[src/rtl/start_text_renderer.sv]
// Start-screen text renderer: maps DrawX/DrawY onto the "PRESS TO START" glyph ROM
// and produces a blinking per-pixel text_on flag two cycles behind the scan coordinates.
module start_text_renderer #(
  parameter int unsigned TEXT_X       = 264,
  parameter int unsigned TEXT_Y       = 232,
  parameter int unsigned NUM_CHARS    = 14,
  parameter int unsigned SCALE_SHIFT  = 0,
  parameter int unsigned BLINK_FRAMES = 30
) (
  input  logic        Clk,
  input  logic        Reset_n,
  input  logic [9:0]  DrawX,
  input  logic [9:0]  DrawY,
  input  logic        frame_start,
  input  logic        enable,
  output logic [10:0] rom_addr,
  input  logic [7:0]  rom_data,
  output logic        text_on
);

  localparam int unsigned COORD_W  = 11;
  localparam int unsigned CHAR_W   = 7;
  localparam int unsigned COL_W    = 3;
  localparam int unsigned ROW_W    = 4;
  localparam int unsigned CNT_W    = (BLINK_FRAMES > 1) ? $clog2(BLINK_FRAMES) : 1;
  localparam int unsigned X_END    = TEXT_X + ((NUM_CHARS * 8) << SCALE_SHIFT);
  localparam int unsigned Y_END    = TEXT_Y + (16 << SCALE_SHIFT);
  localparam int unsigned CHAR_SH  = 3 + SCALE_SHIFT;

  localparam logic [CNT_W-1:0] CNT_LAST = CNT_W'(BLINK_FRAMES - 1);

  typedef enum logic [0:0] {
    ST_VISIBLE = 1'b0,
    ST_HIDDEN  = 1'b1
  } blink_state_e;

  blink_state_e state_q, state_d;
  logic [CNT_W-1:0] cnt_q, cnt_d;
  logic             visible_c;

  logic [COORD_W-1:0] rel_x_c, rel_y_c;
  logic               in_region_c;
  logic [CHAR_W-1:0]  char_c;
  logic [COL_W-1:0]   col_c;
  logic [ROW_W-1:0]   row_c;

  logic [10:0]        rom_addr_q, rom_addr_d;
  logic [COL_W-1:0]   col_q, col_d;
  logic               in_q, in_d;
  logic               text_on_q, text_on_d;

  // Stage 0: region test on full-width compares so left-of-message pixels never alias
  always_comb begin
    rel_x_c     = COORD_W'({1'b0, DrawX}) - COORD_W'(TEXT_X);
    rel_y_c     = COORD_W'({1'b0, DrawY}) - COORD_W'(TEXT_Y);
    in_region_c = (32'(DrawX) >= TEXT_X) && (32'(DrawX) < X_END) &&
                  (32'(DrawY) >= TEXT_Y) && (32'(DrawY) < Y_END);
    char_c      = CHAR_W'(rel_x_c >> CHAR_SH);
    col_c       = COL_W'(rel_x_c >> SCALE_SHIFT);
    row_c       = ROW_W'(rel_y_c >> SCALE_SHIFT);
  end

  // Blink FSM: state register
  always_ff @(posedge Clk or negedge Reset_n) begin
    if (!Reset_n) begin
      state_q <= ST_VISIBLE;
      cnt_q   <= '0;
    end else begin
      state_q <= state_d;
      cnt_q   <= cnt_d;
    end
  end

  // Blink FSM: next state; disable forces an immediately visible restart
  always_comb begin
    state_d = state_q;
    cnt_d   = cnt_q;
    if (!enable) begin
      state_d = ST_VISIBLE;
      cnt_d   = '0;
    end else if (frame_start) begin
      if (cnt_q == CNT_LAST) begin
        cnt_d   = '0;
        state_d = (state_q == ST_VISIBLE) ? ST_HIDDEN : ST_VISIBLE;
      end else begin
        cnt_d = CNT_W'(cnt_q + 1'b1);
      end
    end
  end

  // Blink FSM: outputs
  always_comb begin
    visible_c = 1'b0;
    if (state_q == ST_VISIBLE) begin
      visible_c = 1'b1;
    end
  end

  // Stage 1 and stage 2 next values
  always_comb begin
    rom_addr_d = '0;
    if (in_region_c) begin
      rom_addr_d = {char_c, row_c};
    end
    col_d     = col_c;
    in_d      = in_region_c && enable && visible_c;
    text_on_d = in_q && rom_data[3'd7 - col_q];
  end

  // Pixel pipeline registers
  always_ff @(posedge Clk or negedge Reset_n) begin
    if (!Reset_n) begin
      rom_addr_q <= '0;
      col_q      <= '0;
      in_q       <= 1'b0;
      text_on_q  <= 1'b0;
    end else begin
      rom_addr_q <= rom_addr_d;
      col_q      <= col_d;
      in_q       <= in_d;
      text_on_q  <= text_on_d;
    end
  end

  assign rom_addr = rom_addr_q;
  assign text_on  = text_on_q;

endmodule

[config.mk]
export PLATFORM = sky130hd
export DESIGN_NAME = start_text_renderer
export DESIGN_NICKNAME = d
export VERILOG_FILES = /design/src/rtl/start_text_renderer.sv
export SDC_FILE = /design/constraint.sdc
export NUM_CORES = 1
export LEC_CHECK = 0
export ABC_AREA = 1
export CORE_MARGIN = 4
export CORE_UTILIZATION = 39
export CTS_CLUSTER_DIAMETER = 60
export DETAILED_ROUTE_END_ITERATION = 10
export PLACE_DENSITY = 0.81
export SLEW_MARGIN = 5
export SYNTH_ARGS = -nofsm -noshare
export SYNTH_HDL_FRONTEND = slang
export SYNTH_SLANG_ARGS = --single-unit
export TNS_END_PERCENT = 5
[constraint.sdc]
create_clock -name Clk -period 1.2 [get_ports Clk]
set_clock_uncertainty 0.1 [all_clocks]
set_input_delay 0.24 -clock Clk [delete_from_list [all_inputs] [get_ports Clk]]
set_output_delay 0.24 -clock Clk [all_outputs]
set_load 0.02 [all_outputs]
# Word-level counts from Yosys, hierarchy flattened
# Index checks and enable logic that the tools add are counted.
dict set report classes {
  reduce_logical 7
  mux 10
  addsub 4
  n_lt_le_gt_ge 5
  n_eq_ne 3
}
# op count
set ops {}
lappend ops {{2-to-1 mux 5 bit} 3}
lappend ops {{2-to-1 mux 11 bit} 1}
lappend ops {{>= comparator 10 x 8 -> 1 bit (second input constant)} 1}
lappend ops {{>= comparator 10 x 9 -> 1 bit (second input constant)} 1}
lappend ops {{< comparator 10 x 8 -> 1 bit (second input constant)} 1}
lappend ops {{< comparator 10 x 9 -> 1 bit (second input constant)} 1}
lappend ops {{subtractor 10 x 9 -> 10 bit (second input constant)} 1}
lappend ops {{logical AND 1 bit} 6}
lappend ops {{adder 5 x 1 -> 5 bit (second input constant)} 1}
lappend ops {{equality test 5 bit (second input constant)} 1}
lappend ops {{2-to-1 mux 1 bit} 5}
lappend ops {{< comparator 3 x 4 -> 1 bit (second input constant)} 1}
lappend ops {{subtractor 4 bit (second input constant)} 1}
lappend ops {{binary-select mux 1 bit (select 3 bit)} 1}
lappend ops {{subtractor 3 bit (first input constant)} 1}
lappend ops {{!= test 2 x 1 -> 1 bit (second input constant)} 1}
lappend ops {{!= test 2 bit (second input constant)} 1}
lappend ops {{AND reduction 2 bit} 1}
dict set report word_totals {
  regBits 22
  word_cells 35
  output_inout_bits 12
  inputBits 32
}

# Logic depth before layout (Yosys ltp)
# Gate-level depths: netlist of run 1.
dict set report depth {
  ltp_word 6
  mapped_depth 7
  mapped_depth_nobuf 7
}

# Worst setup path after synthesis of run 1
# OpenSTA, ideal clock, no wires.
dict set report synth_timing {
  kind {reg-to-reg}
  start {register cnt_q[1]}
  end {register state_q}
  period_less_slack_ps 1152
  setup_ps 121
  path_slack_ps 48
  stages_incl_launch_ff 8
  t_required_ps 979
  arrival_ps 931
  n_path_buf 0
  cell_sequence {dfrtp_1 > inv_1 > ha_1 > nand4_1 > nand2_1 > nand2_1 > nand2_1 > o21ai_1}
}
dict set report synth_via {
  elab_chain_cells 3
}
# item line_no
set synth_lines {}
lappend synth_lines {{start: declaration} 38} ;# logic [CNT_W-1:0] cnt_q, cnt_d;
lappend synth_lines {{start signal: assignment} 70} ;# cnt_q <= cnt_d;
lappend synth_lines {{equality test 5 bit} 82} ;# if (cnt_q == CNT_LAST) begin
lappend synth_lines {{!= test 2 x 1 -> 1 bit (no line)} -}
lappend synth_lines {{AND reduction 2 bit (no line)} -}
lappend synth_lines {{end signal: assignment} 69} ;# state_q <= state_d;
lappend synth_lines {{end: declaration} 37} ;# blink_state_e state_q, state_d;
# No other way between the ends.
# A chain may end at the register's enable or synchronous reset.

# Final worst setup path of run 1
dict set report layout_timing {
  start {input port DrawX[4]}
  end {register in_q}
}
dict set report layout_via {
  elab_chain_cells 6
  word_cells_on_any_way 7
  cone_classes {order compare: 2; reduce/logical: 5}
}
# item line_no
set layout_lines {}
lappend layout_lines {{start: declaration} 12} ;# input logic [9:0] DrawX,
lappend layout_lines {{>= comparator 10 x 9 -> 1 bit / < comparator 10 x 9 -> 1 bit (equally long branches)} 56} ;# in_region_c = (32'(DrawX) >= TEXT_X) && (32'(DrawX) < X_END) &&
lappend layout_lines {{logical AND 1 bit (*) (2 in series)} 56}
lappend layout_lines {{logical AND 1 bit (*)} 57} ;# (32'(DrawY) >= TEXT_Y) && (32'(DrawY) < Y_END);
lappend layout_lines {{logical AND 1 bit (*) (2 in series)} 106} ;# in_d = in_region_c && enable && visible_c;
lappend layout_lines {{net in_d} 49} ;# logic in_q, in_d;
lappend layout_lines {{end signal: assignment} 120} ;# in_q <= in_d;
lappend layout_lines {{end: declaration} 49}
# Mark *: on every way through the listed nets, which the timed path passes. The rest lies on a longest branch.

==> out/results.ini, run 1 <==
[job]
maxCapViolCount = 0

[yosys]
synth_cell_types = 23
synth-warning-count = 0
async_flop_share_pct = 100.0
syn_inst = 132
syn_nets = 168
ys_ff_latch = 22
synth_area_um2 = 1135
synth_area_per_cell_um2 = 8.597
synth_edf_count = 0
synth-seq-area-share_pct = 48.51
synth_ff_type = dfrtp_1

[power_and_ir_drop]
clkPwrFrac_pct = 34.8
vdd_drop_max_uv = 893.6
total_power_mw = 1.649
swShare_pct = 22.79
internal_power_mw = 1.273
cellPowerDensity_nw_per_um2 = 928.1
comb_power_share_pct = 18.2
leakage_nw = 0.9564
sequentialPowerShare_pct = 47.0
p_sw_mw = 0.3757

[worst_hold_path]
hp-class = input pin to asynchronous set/reset pin

[finish]
antenna_cells_inserted = 0
finalNetCount = 233
final_util_pct = 64.43
area_delta_synth_final_pct = 56.56
drive_above_1_share_pct = 30.61

[sta]
drv_slew = 0
relSlewSlack_pct = 85.23
hold_violations = 0
worst_pin_slew_ps = 221.2
fmax_mhz = 778.8
fin_ws_ps = -84.10
finalCritPeriodShare_pct = 107.0
fin_crit_ps = 1284
fin_tns_setup_ps = -1061
rsz0062_at_grt = true
setup_viol = 21

[critical_path]
worstSetupStartpointType = input pin
cp_max_fo = 12
timing.rr.end = state_q$_DFFE_PN0P_
ff2ff_path_depth = 7
cp.arrival_ps = 1400
criticalPathCategory = input pin to register
crit_path_end_kind = register
reg2reg_from = cnt_q[1]$_DFFE_PN0P_
reg2reg_slack_ps = -60
crit_required_ps = 1320

[cts]
htreeDepth = 1
clk_latency_ps = 320
clock_sinks = 22
cts-root-buf = clkbuf_4
cts_made_buffers = 3
clock_path_buffers = 2
cts_tree = built
clk_pin_slew_ps = 130
cts_hold_buf = 0

[drt]
remaining_drc_errors = 0
first_iter_violations = 3
wl_per_cell_um = 11.82
vias_per_cell = 4.546
wl_um = 2683
antenna_left = 0
vias = 1032
firstDrtPassIters = 4

[die]
rows = 19
core_area_um2 = 2758
die_y_um = 61.94
die-area_um2 = 3837
die_w_um = 61.94
start_util_pct = 41.15
ioPinCount = 44

[grt]
grt_overflow = 0
grt_pass1_vias = 1130
grt_antenna_before_repair = 0
grt_max_degree = 23
grt_pass1_wl_um = 4650
grtUsageTotal_pct = 16.87

[place]
gp_congestion = 0.8172
place_hpwl_um = 2195
port_buffers = 43

[status]
status = finished with violations
violations = negative setup slack

-- per-stage QoR --
| stage | cell area, um2 | worst slack [ps] | hold slack, ps | std cells |
|---|---|---|---|---|
| floorplan | 1135 | 48.04 | -155.6 | 132 |
| global placement | 1753 | -423.2 | 360.3 | 223 |
| detailed placement | 1753 | -472.9 | 368.6 | 223 |
| CTS | 1757 | -68.54 | 134.4 | 227 |
| global route | 1777 | -136.5 | 152.8 | 227 |
| finish | 1777 | -84.10 | 147.4 | 227 |
-- layout make-up --
class	instances	area (um2)
clock buffers	3	22.52
fillers	213	980.9
clock inverters	1	30.03
flip-flops and latches	22	551.8
multi-input cells	84	501.7
repair buffers	61	538.0
inverters	25	93.84
well taps	31	38.79
-- critical path: stages --
cell,delay [ps]
clkdlybuf4s50_1,420
buf_4,160
nor2_4,110
nand2_2,70
nor2_2,70
nand2_1,60
nand3_2,80
buf_12,150
nor2_1,50
-- repair_timing --
action / 4_1_cts / 5_1_grt
pin swaps: 0 / 2
endpoints found under the hold margin: 0 / 0
setup buffers: 0 / 0
gates resized for setup: 53 / 6
setup endpoints to repair: 28 / 30
-- Yosys cell counts (2+ instances only) --
library cell	instances	area, um2
dfrtp_1	22	550.5
nor2_2	12	75.07
xnor2_1	2	17.52
nand2_1	28	105.1
inv_2	3	11.26
inv_1	21	78.83
nor2_4	2	22.52
nand3_1	8	40.04
nand2_2	2	12.51
ha_1	4	50.05
xor2_1	2	17.52
nand4_1	3	18.77
nor2_1	13	48.80
-- cells by family after synthesis --
group / after synthesis / synth area share [%]
adders and majority gates: 4 / 4.410
AOI/OAI and AO/OA: 4 / 2.095
DFF: 22 / 48.51
muxes: 1 / 0.8821
and+or+nand+nor: 71 / 31.75
xor gates and xnor gates: 4 / 3.088
buffers and inverters: 26 / 9.261
-- power groups by stage --
stage / Combinational (mW) / Sequential (mW) / Clock [mW]
after global routing: 0.332 / 0.779 / 0.634
after detailed placement: 0.296 / 0.787 / 0
after floorplan: 0.0964 / 0.785 / 0
after global placement: 0.284 / 0.785 / 0
after CTS: 0.300 / 0.773 / 0.591
final: 0.301 / 0.775 / 0.573
-- metal layers --
metal	global-route usage, %	vias to the layer above	share of wire [%]
met1	17.94	468	35
met2	30.92	28	58
li1	-	527	-
met5	0	-	0
met4	8.788	0	2.8
met3	3.512	9	4.7
-- state kept, by name (all words and copies together), names as in the netlist --
name / cells
rom_addr: 11
state_q: 1
text_on: 1
in_q: 1
cnt_q: 5
col_q: 3
-- cell usage in the layout (no fill, tap or decap), types with 2 or more instances in the layout --
cell	n
clkdlybuf4s50_1	29
nand2_1	27
dfrtp_1	21
inv_1	20
buf_4	16
nor2_1	13
nor2_2	11
buf_2	11
nand3_1	8
inv_2	4
nor2_4	3
nand2_2	3
nand4_1	3
clkbuf_4	3
xor2_1	2
xnor2_1	2
ha_1	2
buf_12	2
-- worst max path at each step --
stage                    startpoint                     end  slack, ps  cells after the start
6_report                   DrawX[4]          in_q$_DFF_PN0_        -80                      9
5_1_grt                    DrawX[4]  rom_addr[10]$_DFF_PN0_       -140                      9
4_1_cts                    DrawX[4]          in_q$_DFF_PN0_        -70                      9
3_5_place_dp               DrawX[4]  rom_addr[10]$_DFF_PN0_       -470                      9
3_3_place_gp               DrawX[3]   rom_addr[8]$_DFF_PN0_       -420                      6
2_1_floorplan  cnt_q[1]$_DFFE_PN0P_     state_q$_DFFE_PN0P_         50                      7
Power figures use the tool's default switching activity.
==> run 2, diff against run 1 <==
--- a/config.mk
+++ b/config.mk
@@ -11,7 +11,7 @@
 export CTS_CLUSTER_DIAMETER = 60
 export DETAILED_ROUTE_END_ITERATION = 10
 export PLACE_DENSITY = 0.81
-export SLEW_MARGIN = 5
+export SLEW_MARGIN = 20
 export SYNTH_ARGS = -nofsm -noshare
 export SYNTH_HDL_FRONTEND = slang
 export SYNTH_SLANG_ARGS = --single-unit
==> results of run 2 <==
The final DEF is identical to that of run 1; final timing and power are the same.
==> run 3, diff against run 2 <==
--- a/config.mk
+++ b/config.mk
@@ -6,6 +6,7 @@
 export NUM_CORES = 1
 export LEC_CHECK = 0
 export ABC_AREA = 1
+export ABC_CLOCK_PERIOD_IN_PS = 1200
 export CORE_MARGIN = 4
 export CORE_UTILIZATION = 39
 export CTS_CLUSTER_DIAMETER = 60
==> results of run 3 <==
The final DEF is identical to that of run 1; final timing and power are the same.
